===== config.mk =====
export PLATFORM = sky130hd
export DESIGN_NAME = clk_switch_ctrl
export DESIGN_NICKNAME = d
export VERILOG_FILES = /design/src/rtl/clksw_pkg.sv /design/src/rtl/clksw_cnt.sv /design/src/rtl/clk_switch_ctrl.sv
export SDC_FILE = /design/constraint.sdc
export NUM_CORES = 1
export LEC_CHECK = 0
export BUFFER_PORTS_ARGS = -buffer_cell sky130_fd_sc_hd__buf_2
export CAP_MARGIN = 20
export CORE_ASPECT_RATIO = 1.25
export CORE_MARGIN = 10
export CORE_UTILIZATION = 59
export CTS_CLUSTER_DIAMETER = 30
export CTS_CLUSTER_SIZE = 30
export DETAILED_ROUTE_END_ITERATION = 12
export PLACE_DENSITY = 0.78
export SKIP_LAST_GASP = 1
export SLEW_MARGIN = 20
export SYNTH_ARGS = -nofsm -noshare
export SYNTH_HDL_FRONTEND = slang
export SYNTH_SLANG_ARGS = --single-unit

===== constraint.sdc =====
create_clock -name clock_160 -period 2.8 [get_ports clock_160]
set_clock_uncertainty 0.2 [all_clocks]
set_input_delay 0.28 -clock clock_160 [delete_from_list [all_inputs] [get_ports clock_160]]
set_output_delay 0.28 -clock clock_160 [all_outputs]
set_load 0.1 [all_outputs]

===== src/rtl/clksw_pkg.sv =====
// Shared types and constants for the clk_cog switch controller.
// Optional lock-timeout/FAULT support is enabled with CLKSW_TIMEOUT_EN.
package clksw_pkg;

    localparam int CNT_W       = 16;
    localparam int CFG_W       = 7;
    localparam int CFG_PLLENA  = 6;
    localparam int CFG_OSCENA  = 5;
    localparam int CFG_OSCM_HI = 4;
    localparam int CFG_OSCM_LO = 3;

    typedef enum logic [2:0] {
        ST_IDLE,
        ST_GATE,
        ST_APPLY,
        ST_WAIT_LOCK,
        ST_SETTLE,
        ST_UNGATE
`ifdef CLKSW_TIMEOUT_EN
        , ST_FAULT
`endif
    } clksw_state_e;

    // A relock is only worth waiting for if the PLL ends up enabled and any
    // oscillator/PLL field actually moved.
    function automatic logic needs_relock(input logic [CFG_W-1:0] cfg_new,
                                          input logic [CFG_W-1:0] cfg_old);
        return cfg_new[CFG_PLLENA] &&
               (cfg_new[CFG_PLLENA:CFG_OSCM_LO] != cfg_old[CFG_PLLENA:CFG_OSCM_LO]);
    endfunction

endpackage


===== src/rtl/clksw_cnt.sv =====
// Loadable 16-bit down-counter that saturates at zero; zero flag is combinational.
module clksw_cnt
    import clksw_pkg::*;
(
    input  logic             clk,
    input  logic             rst,
    input  logic             load,
    input  logic [CNT_W-1:0] load_val,
    input  logic             dec,
    output logic             zero
);

    logic [CNT_W-1:0] cnt;

    always_ff @(posedge clk) begin
        if (rst) begin
            cnt <= '0;
        end else if (load) begin
            cnt <= load_val;
        end else if (dec && (cnt != '0)) begin
            cnt <= cnt - 1'b1;
        end
    end

    assign zero = (cnt == '0);

endmodule


===== src/rtl/clk_switch_ctrl.sv =====
// Gated clock-config switch: gate clk_cog, apply config, optionally wait for PLL lock, settle, ungate.
// Define CLKSW_TIMEOUT_EN to add the lock timeout, FAULT rollback and sticky lock_err.
module clk_switch_ctrl
    import clksw_pkg::*;
#(
    parameter int GATE_CYCLES   = 4,
    parameter int SETTLE_CYCLES = 16,
    parameter int LOCK_TIMEOUT  = 1024
) (
    input  logic             clock_160,
    input  logic             res,
    input  logic [CFG_W-1:0] cfg_req,
    input  logic             pll_locked,
    output logic [CFG_W-1:0] cfg_applied,
    output logic             clk_en,
    output logic             busy,
    output logic             lock_err
);

    if (GATE_CYCLES < 1 || GATE_CYCLES > 255) begin : g_gate_range
        $error("GATE_CYCLES out of range 1..255");
    end
    if (SETTLE_CYCLES < 1 || SETTLE_CYCLES > 255) begin : g_settle_range
        $error("SETTLE_CYCLES out of range 1..255");
    end
    if (LOCK_TIMEOUT < 2 || LOCK_TIMEOUT > 65535) begin : g_timeout_range
        $error("LOCK_TIMEOUT out of range 2..65535");
    end

    clksw_state_e     state, state_nx;
    logic [CFG_W-1:0] cfg_new, cfg_old;
    logic             latch_req, do_apply;
    logic             gate_load, gate_zero;
    logic             settle_load, settle_zero;
`ifdef CLKSW_TIMEOUT_EN
    logic             to_load, to_zero, do_fault;
`endif

    always_ff @(posedge clock_160) begin
        if (res) state <= ST_IDLE;
        else     state <= state_nx;
    end

    always_comb begin
        state_nx    = state;
        latch_req   = 1'b0;
        do_apply    = 1'b0;
        gate_load   = 1'b0;
        settle_load = 1'b0;
`ifdef CLKSW_TIMEOUT_EN
        to_load     = 1'b0;
        do_fault    = 1'b0;
`endif
        case (state)
            ST_IDLE: begin
                if (cfg_req != cfg_applied) begin
                    state_nx  = ST_GATE;
                    latch_req = 1'b1;
                    gate_load = 1'b1;
                end
            end
            ST_GATE: begin
                if (gate_zero) state_nx = ST_APPLY;
            end
            ST_APPLY: begin
                do_apply = 1'b1;
                if (needs_relock(cfg_new, cfg_old)) begin
                    state_nx = ST_WAIT_LOCK;
`ifdef CLKSW_TIMEOUT_EN
                    to_load  = 1'b1;
`endif
                end else begin
                    state_nx    = ST_SETTLE;
                    settle_load = 1'b1;
                end
            end
            ST_WAIT_LOCK: begin
                // Lock wins over a timeout expiring in the same cycle.
                if (pll_locked) begin
                    state_nx    = ST_SETTLE;
                    settle_load = 1'b1;
                end
`ifdef CLKSW_TIMEOUT_EN
                else if (to_zero) begin
                    state_nx = ST_FAULT;
                end
`endif
            end
            ST_SETTLE: begin
                if (settle_zero) state_nx = ST_UNGATE;
            end
            ST_UNGATE: begin
                state_nx = ST_IDLE;
            end
`ifdef CLKSW_TIMEOUT_EN
            ST_FAULT: begin
                do_fault    = 1'b1;
                state_nx    = ST_SETTLE;
                settle_load = 1'b1;
            end
`endif
            default: state_nx = ST_IDLE;
        endcase
    end

    // clk_en comes straight from a flop so the cog clock gate never sees a glitch.
    always_ff @(posedge clock_160) begin
        if (res) begin
            cfg_new     <= '0;
            cfg_old     <= '0;
            cfg_applied <= '0;
            clk_en      <= 1'b1;
        end else begin
            if (latch_req) begin
                cfg_new <= cfg_req;
                cfg_old <= cfg_applied;
            end
            if (do_apply) cfg_applied <= cfg_new;
`ifdef CLKSW_TIMEOUT_EN
            if (do_fault) cfg_applied <= cfg_old;
`endif
            clk_en <= (state_nx == ST_IDLE) || (state_nx == ST_UNGATE);
        end
    end

    assign busy = (state != ST_IDLE);

    // GATE sees the loaded value down to and including zero; SETTLE is loaded one short
    // so it lasts exactly SETTLE_CYCLES.
    clksw_cnt u_gate_cnt (
        .clk      (clock_160),
        .rst      (res),
        .load     (gate_load),
        .load_val (CNT_W'(GATE_CYCLES)),
        .dec      (state == ST_GATE),
        .zero     (gate_zero)
    );

    clksw_cnt u_settle_cnt (
        .clk      (clock_160),
        .rst      (res),
        .load     (settle_load),
        .load_val (CNT_W'(SETTLE_CYCLES - 1)),
        .dec      (state == ST_SETTLE),
        .zero     (settle_zero)
    );

`ifdef CLKSW_TIMEOUT_EN
    clksw_cnt u_timeout_cnt (
        .clk      (clock_160),
        .rst      (res),
        .load     (to_load),
        .load_val (CNT_W'(LOCK_TIMEOUT - 1)),
        .dec      (state == ST_WAIT_LOCK),
        .zero     (to_zero)
    );

    always_ff @(posedge clock_160) begin
        if (res)           lock_err <= 1'b0;
        else if (do_fault) lock_err <= 1'b1;
    end
`else
    assign lock_err = 1'b0;
`endif

endmodule


==> summary.txt, run 1 <==
Outcome
  • Run status: finished, final reports clean

Floorplan
  • Cell row count: 26
  • # IOs: 20
  • Chip width: 77.56 um
  • DIE HEIGHT: 91.95 um
  • Initial Util: 60.58%
  • Die area: 7132 um2
  • Core area: 4034 um2

Critical path
  • Required @ worst endpoint: 2780 ps
  • Critical Path AT: 2500 ps
  • Worst setup startpoint: u_settle_cnt.cnt[0]
  • Crit-path cells: inv_1, ha_1, or4b_4, nor4b_4, a31oi_4, and3_1, xnor2_1, nor2_1
  • R2R Setup Slk: 280 ps
  • CP max-delay cell: or4b_4
  • RR Startpoint: u_settle_cnt.cnt[0]
  • Worst-case reg-to-reg path depth: 8
  • Startpoint types: flop
  • CP Capture Type: flop
  • Max incr delay on CP: 510 ps
  • Critical path class: reg2reg
  • Worst Path Max Fanout: 9

STA
  • Final Setup Violations: 0
  • RSZ-0062 raised after global routing: no
  • Final setup TNS: 0 ps
  • Fin crit share: 89.88%
  • Normalized max-slew margin: 60.32%
  • Fin. max-slew vios: 0
  • Fmax: 397.4 MHz
  • Final min period: 2517 ps
  • Final hold violation count: 0
  • Hold slack: 38.42 ps
  • Least-Margin Pin Slew: 589.8 ps

Clock network
  • CTS tree: yes
  • PostCTS Resize Cnt: 0
  • Worst-skew pair later-pin latency: 300 ps
  • H-tree depth: 2
  • CTS Sinks: 54
  • Clock Tree Buf Depth: 2
  • Setup bufs post-CTS: 0
  • CTS root buf: clkbuf_8
  • Clk slew on worst S/H paths: 90 ps
  • Cts hold-fix bufs: 0
  • CTS buffer count: 5

Cells and area
  • Fill count: 365
  • Diode count: 0
  • Layout Area Growth over Synthesis: 8.909%
  • Layout cells sized above 1: 11.62%
  • Nets: 297

Power
  • Power density over cell area: 1183 nW/um2
  • Total power draw: 3149 uW
  • Max IR drop VDD: 1.055 mV
  • Leak Pwr: 0.001032 uW

Worst hold path
  • HP Start: cfg_req[6]
  • Hold depth: 3
  • Min-delay worst type: in2reg

Routing
  • Via density: 5.309
  • Final WL: 4.381 mm
  • Starting DRT DRC Count: 118
  • Wire per inst: 12.89 um
  • DRC Markers: 0
  • Routed Antenna Nets: 0
  • First-pass iteration count of the detailed router: 4
  • Routed vias: 1805

Synthesis
  • Post-synth top flop: dfxtp_1
  • Commonest cells post-synth: dfxtp_1, nor2_1, mux2i_1, xnor2_1
  • Synth Register Bits: 54
  • Synth area leaders: dfxtp_1, mux2i_1, nor2_1, xnor2_1, xor2_1
  • Cell count after synthesis: 266
  • Post-synthesis area per instance: 9.186 um2
  • Post-synth cell types: 38
  • Syn nets: 279
  • Yosys warns: 0
  • EDFF count, synth: 0
  • Most frequent cell after synthesis: dfxtp_1
  • Ys async rst share: 0%
  • Largest area contributor in the netlist: dfxtp_1
  • Post-synthesis sequential area ratio: 44.24%
  • Synth top area share: 44.24%
  • Syn Std Cell Area: 2444 um2

Flow run
  • Max-cap violations: 0

Global routing
  • Vias in the first global route: 1853
  • First-pass GRT wire length: 8.010 mm
  • GRT Resource Usage Total: 13.34%
  • Initial antenna violation count: 0
  • GR Overflow Total: 0
  • Largest net degree at the start of global routing: 27

Place
  • IO Port Bufs: 18
  • Post-detail-place hpwl: 3.190 mm
  • Placer Congestion: 0.7580
## routing by layer
metal | routed length, um | GRT usage [%] | share of wire [%] | up-vias
li1 | - | - | - | 950
met1 | 2004 | 14.89 | 46 | 827
met2 | 2187 | 23.39 | 50 | 23
met3 | 128 | 3.418 | 2.9 | 5
met4 | 60 | 5.640 | 1.4 | 0
met5 | 0 | 0 | 0 | -
## through the flow
step,instance area (um2),setup slack [ps],std cells,util (%)
after floorplan,2444,174.0,266,-
after detailed placement,2582,323.8,333,64.02
after CTS,2661,287.9,340,65.97
after global routing,2661,131.6,340,65.97
final,2661,283.3,340,65.97
after global placement,2582,371.5,333,64.02
## final timing paths
path | endpoint
worst min-delay path | cfg_new[6]
worst max register to register | u_settle_cnt.cnt[8]
worst min register to register | u_gate_cnt.cnt[1]
worst max-delay path | u_settle_cnt.cnt[8]
## layout by cell type (no fill, tap or decap), drive strengths merged, types with 2 or more instances in the layout
| master | instances |
|---|---|
| a21oi | 16 |
| clkbuf | 5 |
| nor2 | 44 |
| nand3b | 2 |
| inv | 7 |
| buf | 21 |
| nor4 | 10 |
| clkinv | 2 |
| dfxtp | 54 |
| or4 | 3 |
| xnor2 | 18 |
| mux2i | 18 |
| or3 | 9 |
| o21ai | 8 |
| nand2 | 8 |
| nor3b | 4 |
| nand4b | 2 |
| nor3 | 9 |
| a31oi | 2 |
| nand2b | 4 |
| xor2 | 16 |
| ha | 3 |
| nand3 | 4 |
| nand4 | 3 |
## flip-flops by register name, summed over array words and instances, names as in the netlist
name / flops
u_gate_cnt.cnt: 16
u_settle_cnt.cnt: 16
cfg_applied: 7
cfg_new: 7
cfg_old: 4
state: 3
clk_en: 1
## cell type report
cell class / count / area [um2] / area share [%]
Tap cell: 56 / 70.07 / 2.633
Multi-Input combinational cell: 195 / 1292 / 48.57
Clock buffer: 5 / 68.82 / 2.586
Clock inverter: 2 / 10.01 / 0.3761
Sequential cell: 54 / 1081 / 40.62
Timing Repair Buffer: 21 / 112.6 / 4.231
Inverter: 7 / 26.28 / 0.9873
## where the power goes
| group | total, uW | switching (uW) | internal [uW] |
|---|---|---|---|
| Clock | 409 | 241 | 169 |
| Combinational | 1640 | 1010 | 631 |
| Sequential | 1100 | 157 | 938 |
| Total | 3150 | 1410 | 1740 |
## cell families (layout without fill, tap and decap cells)
group	Yosys count	in the layout	synth area share, %
other	1	1	0.1535
AOI/OAI and AO/OA	29	29	7.118
buffers and inverters	17	35	2.868
muxes	18	18	7.373
adders and majority gates	3	3	1.536
and+or+nand+nor	110	110	24.53
xor gates and xnor gates	34	34	12.19
DFF	54	54	44.24
## worst max-delay path: cells and delay by family, from the launching register on
family	cells	cell delay [ps]
AOI/OAI and AO/OA	1	210
xor gates and xnor gates	1	140
adders and majority gates	1	210
buffers and inverters	1	60
DFF	1	340
and+or+nand+nor	4	1230
Note: power is estimated with default switching activity, not from simulation.
==> inputs of run 2 (changes only) <==
--- a/config.mk
+++ b/config.mk
@@ -9,11 +9,11 @@
 export CAP_MARGIN = 20
 export CORE_ASPECT_RATIO = 1.25
 export CORE_MARGIN = 10
-export CORE_UTILIZATION = 59
+export CORE_UTILIZATION = 61
 export CTS_CLUSTER_DIAMETER = 30
 export CTS_CLUSTER_SIZE = 30
 export DETAILED_ROUTE_END_ITERATION = 12
-export PLACE_DENSITY = 0.78
+export PLACE_DENSITY = 0.8
 export SKIP_LAST_GASP = 1
 export SLEW_MARGIN = 20
 export SYNTH_ARGS = -nofsm -noshare
==> constraint.sdc (replaced) <==
create_clock -name clock_160 -period 2.9 [get_ports clock_160]
set_clock_uncertainty 0.2 [all_clocks]
set_input_delay 0.29 -clock clock_160 [delete_from_list [all_inputs] [get_ports clock_160]]
set_output_delay 0.29 -clock clock_160 [all_outputs]
set_load 0.1 [all_outputs]
==> summary.txt, run 2 (same netlist as run 1, synthesis figures left out) <==
Outcome
  • Run status: finished, final reports clean

Power
  • Power density over cell area: 1155 nW/um2
  • Max IR drop VDD: 1.252 mV
  • Leak Pwr: 0.001045 uW

Routing
  • DRC Markers: 0
  • Starting DRT DRC Count: 126
  • Final WL: 4.402 mm
  • First-pass iteration count of the detailed router: 4
  • Routed vias: 1866
  • Wire per inst: 12.99 um
  • Routed Antenna Nets: 0
  • Via density: 5.504

Clock network
  • CTS Sinks: 54
  • CTS root buf: clkbuf_8
  • Setup bufs post-CTS: 0
  • Worst-skew pair later-pin latency: 310 ps
  • Clk slew on worst S/H paths: 90 ps
  • Cts hold-fix bufs: 0
  • Clock Tree Buf Depth: 2
  • H-tree depth: 2
  • PostCTS Resize Cnt: 0
  • CTS buffer count: 5
  • CTS tree: yes

Floorplan
  • Cell row count: 25
  • DIE HEIGHT: 90.77 um
  • Initial Util: 64.03%
  • # IOs: 20
  • Die area: 6954 um2
  • Chip width: 76.61 um
  • Core area: 3816 um2

Critical path
  • Crit path capture: u_settle_cnt.cnt[3]
  • CP Capture Type: flop
  • Critical Path AT: 2520 ps
  • Worst-case reg-to-reg path depth: 8
  • Crit-path cells: inv_1, ha_1, or4b_4, nor4b_4, a31oi_4, nand3b_1, xor2_1, a21oi_1
  • Worst Path Max Fanout: 9
  • R2R Setup Slk: 350 ps
  • CP max-delay cell: or4b_4
  • RR Startpoint: u_settle_cnt.cnt[0]
  • Max incr delay on CP: 510 ps
  • Critical path class: reg2reg
  • Worst setup startpoint: u_settle_cnt.cnt[0]
  • Startpoint types: flop
  • Reg-to-Reg End: u_settle_cnt.cnt[3]
  • Required @ worst endpoint: 2870 ps

STA
  • RSZ-0062 raised after global routing: no
  • Hold slack: 42.98 ps
  • Final min period: 2549 ps
  • Final setup TNS: 0 ps
  • Least-Margin Pin Slew: 577.2 ps
  • Fin crit share: 87.89%
  • Final hold violation count: 0
  • Fin. max-slew vios: 0
  • Final Setup Violations: 0
  • Final worst setup slack: 351.1 ps
  • Normalized max-slew margin: 61.16%
  • Fmax: 392.3 MHz

Cells and area
  • Layout Area Growth over Synthesis: 10.09%
  • Post-Layout Cell Count: 339
  • Commonest non-fill, non-tap cells in the layout: dfxtp_1, nor2_1, mux2i_1, xnor2_1, buf_2
  • Diode count: 0
  • Layout cells sized above 1: 11.93%
  • Final Cell Area: 2690 um2
  • Nets: 297
  • Commonest non-fill, non-tap cell in the layout: dfxtp_1
  • Biggest regs: u_gate_cnt.cnt x16, u_settle_cnt.cnt x16

Global routing
  • GR Overflow Total: 0
  • Largest net degree at the start of global routing: 27
  • First-pass GRT wire length: 7.569 mm
  • Vias in the first global route: 1792
  • Initial antenna violation count: 0
  • GRT Resource Usage Total: 12.63%

Place
  • Worst slack, placed: 356.9 ps
  • Placer Congestion: 0.7681
  • Post-detail-place hpwl: 3.255 mm
  • IO Port Bufs: 18
  • DP Cell Count: 331
  • Post-DP Area: 2580 um2

Worst hold path
  • Hold depth: 3
  • Min-delay worst type: in2reg

Flow run
  • Max-cap violations: 0
[run 2: power by group]
part	leakage (uW)	internal, uW	total [uW]	switching (uW)
logic	0.000549	610	1580	965
registers	0.000438	906	1060	153
clock network	0.0000575	241	474	232
total	0.00105	1760	3110	1350
[run 2: stage by stage]
stage | util, % | power [uW]
global route | 70.49 | 3343
detailed placement | 67.61 | 2642
global placement | 67.61 | 2605
floorplan | - | 2373
CTS | 70.49 | 3120
finish | 70.49 | 3108
[run 2: layer usage]
layer	GRT usage, %	routed length [um]	share of wire, %	vias up
li1	-	-	-	952
met1	13.99	1968	45	876
met2	22.44	2249	51	30
met3	3.685	109	2.5	8
met4	4.037	74	1.7	0
met5	0	0	0	-
[run 2: final cells by class]
type / count / area, um2
clock buffers: 8 / 110.1
fillers: 309 / 1126
inverters: 7 / 26.28
multi-input cells: 195 / 1292
flip-flops and latches: 54 / 1081
well taps: 54 / 67.56
repair buffers: 21 / 112.6
[run 2: how the worst min path moves through the flow]
| stage | startpoint | to |
|---|---|---|
| 4_1_cts | cfg_req[6] | cfg_new[6] |
| 3_3_place_gp | u_gate_cnt.cnt[1] | u_gate_cnt.cnt[1] |
| 2_1_floorplan | cfg_req[0] | cfg_new[0] |
| 6_report | cfg_req[6] | cfg_new[6] |
| 3_5_place_dp | u_gate_cnt.cnt[1] | u_gate_cnt.cnt[1] |
| 5_1_grt | cfg_req[0] | cfg_new[0] |
[run 2: critical path, delay by kind of cell, from the launching register on]
| family | cells | cell delay (ps) |
|---|---|---|
| AOI/OAI and AO/OA | 2 | 310 |
| xor gates and xnor gates | 1 | 180 |
| adders and majority gates | 1 | 230 |
| buffers and inverters | 1 | 60 |
| DFF | 1 | 340 |
| and+or+nand+nor | 3 | 1090 |
